===== config.mk =====
export PLATFORM = sky130hd
export DESIGN_NAME = wash_phase_timer_flat
export DESIGN_NICKNAME = d
export VERILOG_FILES = /design/src/rtl/wash_phase_timer_if.sv /design/src/rtl/wash_phase_timer.sv /design/src/flat_wrapper.sv
export SDC_FILE = /design/constraint.sdc
export NUM_CORES = 1
export LEC_CHECK = 0
export ABC_AREA = 1
export CAP_MARGIN = 20
export CORE_AREA = 4 4 47 90
export CTS_BUF_LIST = sky130_fd_sc_hd__clkbuf_8 sky130_fd_sc_hd__clkbuf_16
export DETAILED_ROUTE_END_ITERATION = 6
export DIE_AREA = 0 0 51 94
export GPL_TIMING_DRIVEN = 0
export PLACE_DENSITY = 0.74
export SLEW_MARGIN = 0
export SYNTH_ARGS = -nofsm -noshare
export SYNTH_HDL_FRONTEND = slang
export SYNTH_SLANG_ARGS = --single-unit
export TNS_END_PERCENT = 100

===== constraint.sdc =====
create_clock -name clk -period 1.5 [get_ports clk]
set_input_delay 0.225 -clock clk [delete_from_list [all_inputs] [get_ports clk]]
set_output_delay 0.225 -clock clk [all_outputs]
set_load 0.05 [all_outputs]

===== src/rtl/wash_phase_timer_if.sv =====
// rtl/wash_phase_timer_if.sv - FSM-side bundle for the wash phase timer
interface wash_phase_timer_if;
  logic       tick;
  logic       pause;
  logic [1:0] temp_select;
  logic [1:0] cloth_type;
  logic [1:0] cycle_duration;
  logic       fill_water, wash, rinse, spin, drain, dry;
  logic       fill_done, wash_done, rinse_done, spin_done, drain_done, dry_done;
  logic [7:0] mins_left;
  logic       busy;
  logic       phase_err;

  modport master (
    output tick, pause, temp_select, cloth_type, cycle_duration,
    output fill_water, wash, rinse, spin, drain, dry,
    input  fill_done, wash_done, rinse_done, spin_done, drain_done, dry_done,
    input  mins_left, busy, phase_err
  );

  modport slave (
    input  tick, pause, temp_select, cloth_type, cycle_duration,
    input  fill_water, wash, rinse, spin, drain, dry,
    output fill_done, wash_done, rinse_done, spin_done, drain_done, dry_done,
    output mins_left, busy, phase_err
  );
endinterface


===== src/rtl/wash_phase_timer.sv =====
// rtl/wash_phase_timer.sv - times washing-machine phases from a programme table
module wash_phase_timer #(
  parameter int TICKS_PER_MIN = 60,
  parameter int SUB_W         = 6
) (
  input  logic              clk,
  input  logic              reset,
  wash_phase_timer_if.slave bus
);

  typedef enum logic [2:0] {
    PH_NONE, PH_FILL, PH_WASH, PH_RINSE, PH_SPIN, PH_DRAIN, PH_DRY
  } phase_e;

  localparam logic [SUB_W-1:0] SUB_LAST = SUB_W'(TICKS_PER_MIN - 1);

  phase_e           phase_code, cur_phase_q, cur_phase_d;
  logic [7:0]       mins_left_q, mins_left_d, dur;
  logic [SUB_W-1:0] sub_cnt_q, sub_cnt_d;
  logic             phase_err_q, phase_err_d;
  logic [5:0]       phase_vec;
  logic             multi_phase;
  logic [1:0]       cyc;

  assign phase_vec   = {bus.fill_water, bus.wash, bus.rinse, bus.spin, bus.drain, bus.dry};
  assign multi_phase = (phase_vec & (phase_vec - 6'd1)) != 6'd0;
  assign cyc         = (bus.cycle_duration == 2'b11) ? 2'b00 : bus.cycle_duration;

  always_comb begin
    phase_code = PH_NONE;
    if      (bus.fill_water) phase_code = PH_FILL;
    else if (bus.wash)       phase_code = PH_WASH;
    else if (bus.rinse)      phase_code = PH_RINSE;
    else if (bus.spin)       phase_code = PH_SPIN;
    else if (bus.drain)      phase_code = PH_DRAIN;
    else if (bus.dry)        phase_code = PH_DRY;
  end

  // Programme table: columns are the 30/45/60 minute cycles.
  always_comb begin
    dur = 8'd0;
    case (phase_code)
      PH_FILL:  dur = (cyc == 2'b00) ? 8'd3  : (cyc == 2'b01) ? 8'd4  : 8'd5;
      PH_WASH:  dur = (cyc == 2'b00) ? 8'd10 : (cyc == 2'b01) ? 8'd15 : 8'd20;
      PH_RINSE: dur = (cyc == 2'b00) ? 8'd6  : (cyc == 2'b01) ? 8'd10 : 8'd13;
      PH_SPIN:  dur = (cyc == 2'b00) ? 8'd4  : (cyc == 2'b01) ? 8'd6  : 8'd8;
      PH_DRAIN: dur = (cyc == 2'b00) ? 8'd2  : (cyc == 2'b01) ? 8'd3  : 8'd4;
      PH_DRY:   dur = (cyc == 2'b00) ? 8'd5  : (cyc == 2'b01) ? 8'd7  : 8'd10;
      default:  dur = 8'd0;
    endcase
    if ((phase_code == PH_SPIN || phase_code == PH_DRY) && bus.cloth_type != 2'b00)
      dur = ((dur >> 1) == 8'd0) ? 8'd1 : (dur >> 1);
    if (phase_code == PH_FILL && bus.temp_select == 2'b10)
      dur = dur + 8'd2;
  end

  always_comb begin
    cur_phase_d = cur_phase_q;
    mins_left_d = mins_left_q;
    sub_cnt_d   = sub_cnt_q;
    phase_err_d = phase_err_q | multi_phase;
    if (phase_code == PH_NONE) begin
      cur_phase_d = PH_NONE;
      mins_left_d = 8'd0;
      sub_cnt_d   = '0;
    end else if (phase_code != cur_phase_q) begin
      // Entry (including direct jumps) reloads; config is only sampled here.
      cur_phase_d = phase_code;
      mins_left_d = dur;
      sub_cnt_d   = '0;
    end else if (mins_left_q != 8'd0 && bus.tick && !bus.pause) begin
      if (sub_cnt_q == SUB_LAST) begin
        sub_cnt_d   = '0;
        mins_left_d = mins_left_q - 8'd1;
      end else begin
        sub_cnt_d   = sub_cnt_q + 1'b1;
      end
    end
  end

  always_ff @(posedge clk or posedge reset) begin
    if (reset) begin
      cur_phase_q <= PH_NONE;
      mins_left_q <= 8'd0;
      sub_cnt_q   <= '0;
      phase_err_q <= 1'b0;
    end else begin
      cur_phase_q <= cur_phase_d;
      mins_left_q <= mins_left_d;
      sub_cnt_q   <= sub_cnt_d;
      phase_err_q <= phase_err_d;
    end
  end

  assign bus.fill_done  = (cur_phase_q == PH_FILL)  && (phase_code == PH_FILL)  && (mins_left_q == 8'd0);
  assign bus.wash_done  = (cur_phase_q == PH_WASH)  && (phase_code == PH_WASH)  && (mins_left_q == 8'd0);
  assign bus.rinse_done = (cur_phase_q == PH_RINSE) && (phase_code == PH_RINSE) && (mins_left_q == 8'd0);
  assign bus.spin_done  = (cur_phase_q == PH_SPIN)  && (phase_code == PH_SPIN)  && (mins_left_q == 8'd0);
  assign bus.drain_done = (cur_phase_q == PH_DRAIN) && (phase_code == PH_DRAIN) && (mins_left_q == 8'd0);
  assign bus.dry_done   = (cur_phase_q == PH_DRY)   && (phase_code == PH_DRY)   && (mins_left_q == 8'd0);
  assign bus.mins_left  = mins_left_q;
  assign bus.busy       = (cur_phase_q != PH_NONE);
  assign bus.phase_err  = phase_err_q;

endmodule

===== src/flat_wrapper.sv =====
// flat-port wrapper written by rule: the top's interface ports become plain ports
module wash_phase_timer_flat 
#(
  parameter int TICKS_PER_MIN = 60,
  parameter int SUB_W         = 6
)
  (clk, reset, bus_tick, bus_pause, bus_temp_select, bus_cloth_type, bus_cycle_duration, bus_fill_water, bus_wash, bus_rinse, bus_spin, bus_drain, bus_dry, bus_fill_done, bus_wash_done, bus_rinse_done, bus_spin_done, bus_drain_done, bus_dry_done, bus_mins_left, bus_busy, bus_phase_err);
  wash_phase_timer_if bus_i ();
  input  logic clk;
  input  logic reset;
  input wire logic [$bits(bus_i.tick)-1:0] bus_tick;
  input wire logic [$bits(bus_i.pause)-1:0] bus_pause;
  input wire logic [$bits(bus_i.temp_select)-1:0] bus_temp_select;
  input wire logic [$bits(bus_i.cloth_type)-1:0] bus_cloth_type;
  input wire logic [$bits(bus_i.cycle_duration)-1:0] bus_cycle_duration;
  input wire logic [$bits(bus_i.fill_water)-1:0] bus_fill_water;
  input wire logic [$bits(bus_i.wash)-1:0] bus_wash;
  input wire logic [$bits(bus_i.rinse)-1:0] bus_rinse;
  input wire logic [$bits(bus_i.spin)-1:0] bus_spin;
  input wire logic [$bits(bus_i.drain)-1:0] bus_drain;
  input wire logic [$bits(bus_i.dry)-1:0] bus_dry;
  output wire logic [$bits(bus_i.fill_done)-1:0] bus_fill_done;
  output wire logic [$bits(bus_i.wash_done)-1:0] bus_wash_done;
  output wire logic [$bits(bus_i.rinse_done)-1:0] bus_rinse_done;
  output wire logic [$bits(bus_i.spin_done)-1:0] bus_spin_done;
  output wire logic [$bits(bus_i.drain_done)-1:0] bus_drain_done;
  output wire logic [$bits(bus_i.dry_done)-1:0] bus_dry_done;
  output wire logic [$bits(bus_i.mins_left)-1:0] bus_mins_left;
  output wire logic [$bits(bus_i.busy)-1:0] bus_busy;
  output wire logic [$bits(bus_i.phase_err)-1:0] bus_phase_err;
  assign bus_i.tick = bus_tick;
  assign bus_i.pause = bus_pause;
  assign bus_i.temp_select = bus_temp_select;
  assign bus_i.cloth_type = bus_cloth_type;
  assign bus_i.cycle_duration = bus_cycle_duration;
  assign bus_i.fill_water = bus_fill_water;
  assign bus_i.wash = bus_wash;
  assign bus_i.rinse = bus_rinse;
  assign bus_i.spin = bus_spin;
  assign bus_i.drain = bus_drain;
  assign bus_i.dry = bus_dry;
  assign bus_fill_done = bus_i.fill_done;
  assign bus_wash_done = bus_i.wash_done;
  assign bus_rinse_done = bus_i.rinse_done;
  assign bus_spin_done = bus_i.spin_done;
  assign bus_drain_done = bus_i.drain_done;
  assign bus_dry_done = bus_i.dry_done;
  assign bus_mins_left = bus_i.mins_left;
  assign bus_busy = bus_i.busy;
  assign bus_phase_err = bus_i.phase_err;
  wash_phase_timer #(.TICKS_PER_MIN(TICKS_PER_MIN), .SUB_W(SUB_W)) u_core (.clk(clk), .reset(reset), .bus(bus_i));
endmodule

After elaboration in Yosys (flattened, before gate mapping)
Index checks and enable logic that the tools add are counted.
{"block": "op_classes", "addsub": 4, "eq_ne": 17, "n_mux": 33, "bitwise": 2, "reduce_logical": 30}
{"operator": "two-way mux 8 bit", "count": 12}
{"operator": "one-hot mux 8 bit (6 select lines)", "count": 1}
{"operator": "two-way mux 3 bit", "count": 10}
{"operator": "two-way mux 6 bit", "count": 4}
{"operator": "equality test 3 bit, second input constant", "count": 6}
{"operator": "logical AND 1 bit", "count": 16}
{"operator": "zero test 8 bit", "count": 2}
{"operator": "equality test 3 x 2 -> 1 bit, second input constant", "count": 4}
{"operator": "nonzero test 3 bit", "count": 3}
{"operator": "adder 8 x 2 -> 8 bit, second input constant", "count": 1}
{"operator": "two-way mux 4 bit", "count": 2}
{"operator": "nonzero test 8 bit", "count": 1}
{"operator": "subtractor 8 x 1 -> 8 bit, second input constant", "count": 1}
{"operator": "two-way mux 7 bit", "count": 1}
{"operator": "adder 6 x 1 -> 6 bit, second input constant", "count": 1}
{"operator": "AND 6 bit", "count": 1}
{"operator": "equality test 3 x 1 -> 1 bit, second input constant", "count": 2}
{"operator": "equality test 6 bit, second input constant", "count": 1}
{"operator": "nonzero test 6 bit", "count": 1}
{"operator": "subtractor 6 x 1 -> 6 bit, second input constant", "count": 1}
{"operator": "two-way mux 5 bit", "count": 1}
{"operator": "equality test 2 bit, second input constant", "count": 2}
{"operator": "nonzero test 2 bit", "count": 2}
{"operator": "zero test 3 bit", "count": 1}
{"operator": "other kinds (9)", "count": 9}
{"block": "totals", "regBits": 18, "input_bits": 16, "out_inout_bits": 16, "elab_cells": 90}

Depth between registers and ports, before layout
{"block": "logic_depth", "depth_word": 15, "mapped_depth": 17}

Least setup slack after synthesis
OpenSTA, ideal clock, no wires.
{"block": "synth_path", "path_type": "register to output", "startpoint": "register u_core.mins_left_q[2] (netlist: u_core.bus.mins_left[2])", "endpoint": "output bus_spin_done", "arrival_ns": 2.591, "slack_ns": -1.316, "path_stages_with_launch": 8, "path_buffers": 0, "cell_sequence": "dfrtp_1 nor2_1 nand2_1 inv_1 nand3_2 inv_2 nand4_1 nor4_1"}
{"block": "synth_between", "elab_chain_len": 2}
{"item": "start: declaration", "line": "wash_phase_timer.sv:18", "text": "logic [7:0] mins_left_q, mins_left_d, dur;"}
{"item": "start signal: assignment", "line": "wash_phase_timer.sv:89", "text": "mins_left_q <= mins_left_d;"}
{"item": "zero test 8 bit", "line": "wash_phase_timer.sv:98", "text": "assign bus.spin_done = (cur_phase_q == PH_SPIN) && (phase_code == PH_SPIN) && (mins_left_q == 8'd0);"}
{"item": "logical AND 1 bit", "line": "wash_phase_timer.sv:98"}
{"item": "end: declaration", "line": "flat_wrapper.sv:25", "text": "output wire logic [$bits(bus_i.spin_done)-1:0] bus_spin_done;"}
No other way between the ends.

Worst setup path after layout
{"block": "layout_path", "startpoint": "register u_core.mins_left_q[2] (netlist: u_core.bus.mins_left[2])", "endpoint": "output bus_drain_done"}
{"block": "layout_between", "elab_chain_len": 2}
{"item": "zero test 8 bit", "line": "wash_phase_timer.sv:99", "text": "assign bus.drain_done = (cur_phase_q == PH_DRAIN) && (phase_code == PH_DRAIN) && (mins_left_q == 8'd0);"}
{"item": "logical AND 1 bit", "line": "wash_phase_timer.sv:99"}
{"item": "end: declaration", "line": "flat_wrapper.sv:26", "text": "output wire logic [$bits(bus_i.drain_done)-1:0] bus_drain_done;"}
No other way between the ends.

==> results.yml <==
outcome:
  status: "finished, violations left"
  failed_checks: "setup timing"
floorplan:
  die_x_um: 51
  dieArea_mm2: 0.004794
  initial_core_util_pct: 44.68
  fp.dieH_um: 94
  fp.coreArea_mm2: 0.003607
  io_pins: 32
  rows: 31
clock_network:
  numCtsBuffers: 3
  clkSlewWorstSetupHoldPaths_ns: 0.07
  htree_levels: 1
  clk_latency_ns: 0.27
  clockBufferDepth: 2
  root_buffer: "clkbuf_8"
  postCtsHoldBufs: 0
  cts.sinks: 18
  cts_tree: "built"
placed_design:
  pre_cts_slack_ns: -1.257
  gp_congestion: 0.8793
  placedCellCount: 305
  io_buffers: 31
  dp_hpwl_mm: 3.252
critical_path:
  cp_max_fo: 4
  crit_path_start: "u_core.bus.mins_left[2]"
  critical_path_required_ns: 1.27
  worstSetupStartpointType: "register"
  worstPathArrival_ns: 1.80
  r2r_cells: 13
  end_kind: "primary output"
  path_class: "reg -> out"
  r2r-start: "u_core.bus.mins_left[0]"
power:
  p_leak_uw: 0.001330
  p_sw_share_pct: 45.56
  finalPower_uw: 2492
  ir_drop_mv: 0.5721
  power_frac_seq_pct: 25.2
  p_sw_uw: 1135
  intPower_uw: 1357
  p_per_area_mw_per_mm2: 898.0
  comb_power_share_pct: 57.7
  power.share.clock_pct: 17.1
synth:
  synth.most_common_cell: "nand2_1"
  syn-num-nets: 248
  avgSynthCellArea_um2: 7.162
  synthTopCellsByArea: "dfrtp_1 (28%), nand2_1 (13%), inv_1 (8.4%), ha_1 (5.4%), nand3_1 (5.3%)"
  synthCells: 225
  ys_ff_latch: 18
  synth_top_area_share_pct: 27.95
  yosys.area.top_type: "dfrtp_1"
  synthTopCellsByCount: "nand2_1 (57), inv_1 (36), nor2_1 (19), dfrtp_1 (18), nand3_1 (17)"
  ys_seq_area_share_pct: 27.95
  synth_area_mm2: 0.001612
  synth_cell_types: 35
  ys.flop_type: "dfrtp_1"
  synth_edf_count: 0
  yosysWarnings: 0
  synthArstFlopShare_pct: 100.0
layout:
  drive_above_1_share_pct: 55.19
  n_antenna_cell: 0
  nets: 332
  syn_to_final_growth_pct: 72.20
  fin_util_pct: 76.93
  final_cells: 357
routing:
  vias: 1947
  drc: 0
  wl_per_cell_um: 17.15
  finalWirelength_mm: 6.121
  dr.pass1.iters: 4
  drt_iter0_markers: 47
  vias_per_cell: 5.454
  drtAntennaViolNets: 0
grt:
  track_usage_pct: 22.83
  grt_pass1_vias: 1928
  globalRouteOverflowTotal: 0
  grt_pass1_wl_mm: 8.293
  grt_start_max_net_pins: 19
  antenna_found_initial: 0
timing:
  setup_slack_ns: -0.5285
  fin_hold_ws_ns: 0.2350
  fin_crit_ns: 2.028
  rsz0062_at_grt: "yes"
  worst_pin_slew_ns: 0.7458
  slew_headroom_pct: 50.22
  max_freq_ghz: 0.4930
  drv_slew: 0
  fin_skew_ns: 0.002082
  period_share_pct: 135.2
  hold_viol: 0
  finalSetupViolations: 20
min_path:
  min_path_cells: 3
  min_from: "bus_drain"
  worstHoldPathType: "in -> reg"
flow_run:
  max_cap_violations: 0
## routing by layer
layer	global-route usage, %	wire length, µm
met3	2.067	203
met5	0	0
met4	12.58	330
met2	45.37	3589
met1	21.31	1998
## cell type report
| cell class | count | area (µm²) |
|---|---|---|
| fill | 235 | 832.0 |
| timing repair buffer | 79 | 673.1 |
| inverter | 40 | 173.9 |
| sequential | 18 | 460.4 |
| multi-input combinational | 167 | 1351 |
| clock buffer | 4 | 55.05 |
| tap | 49 | 61.31 |
## metrics by stage
stage | setup TNS, ns | cell area, µm²
after floorplan | -4.616 | 1730
after global placement | -17.53 | 2102
after detailed placement | -17.84 | 2102
after CTS | -5.813 | 2529
after global routing | -9.116 | 2775
final | -7.513 | 2775
## worst max-delay path, stage by stage, from the launching register on
cell	delay, ns
dfrtp_2	0.41
nor2_2	0.13
nand2_1	0.08
inv_2	0.08
nand3_4	0.07
inv_4	0.08
nand2_4	0.06
a21oi_4	0.14
nand3_4	0.12
nor3_4	0.18
buf_6	0.18
## cells by family (layout without fill, tap and decap cells)
group | Yosys count | after routing | share of synthesized area (%)
AOI/OAI and AO/OA | 22 | 22 | 8.852
buffers and inverters | 40 | 123 | 9.627
and+or+nand+nor | 129 | 129 | 42.32
adders and majority gates | 7 | 7 | 5.435
xor gates and xnor gates | 9 | 9 | 5.823
DFF | 18 | 18 | 27.95
## power by group through the flow
stage                     combinational (µW)  sequential (µW)  clock, µW
after floorplan                          530              810          0
after global placement                   941              657          0
after detailed placement                 957              658          0
after CTS                               1240              619        418
after global routing                    1510              635        453
final                                   1440              628        426
## timing repair
action | 4_1_cts | 5_1_grt
pin swaps | 29 | 33
resized for setup | 121 | 62
endpoints found under the setup margin | 30 | 27
setup buffers | 37 | 13
## layout by cell type (no fill, tap or decap), types with 4 or more instances in the layout
master,instances
dlygate4sd2_1,4
dfrtp_2,8
nor2_4,6
nor2_1,12
clkbuf_8,4
nand3_1,9
a21oi_1,4
nand2_2,20
nand2_4,4
buf_4,39
nand4_1,4
xor2_1,5
ha_1,4
inv_2,9
clkbuf_2,7
nand3_4,4
nand2_1,38
o21ai_0,6
nor2_2,5
buf_6,18
clkdlybuf4s50_1,7
nor3_4,5
inv_1,25
dfrtp_1,10
nand3_2,10
## flip-flops by register name, summed over array words and instances, names as in the netlist
register,cells
u_core.cur_phase_q,3
u_core.sub_cnt_q,6
u_core.bus.mins_left,8
u_core.bus.phase_err,1
## final timing paths
check / to / slack (ns)
min in group asynchronous: u_core.bus.phase_err / 0.38
worst max-delay path: bus_drain_done / -0.53
worst min-delay path: u_core.bus.phase_err / 0.23
worst max register to register: u_core.bus.mins_left[7] / -0.42
max in group asynchronous: u_core.bus.mins_left[2] / 0.60
worst min register to register: u_core.bus.phase_err / 0.55
(Power assumes the default switching activity.)
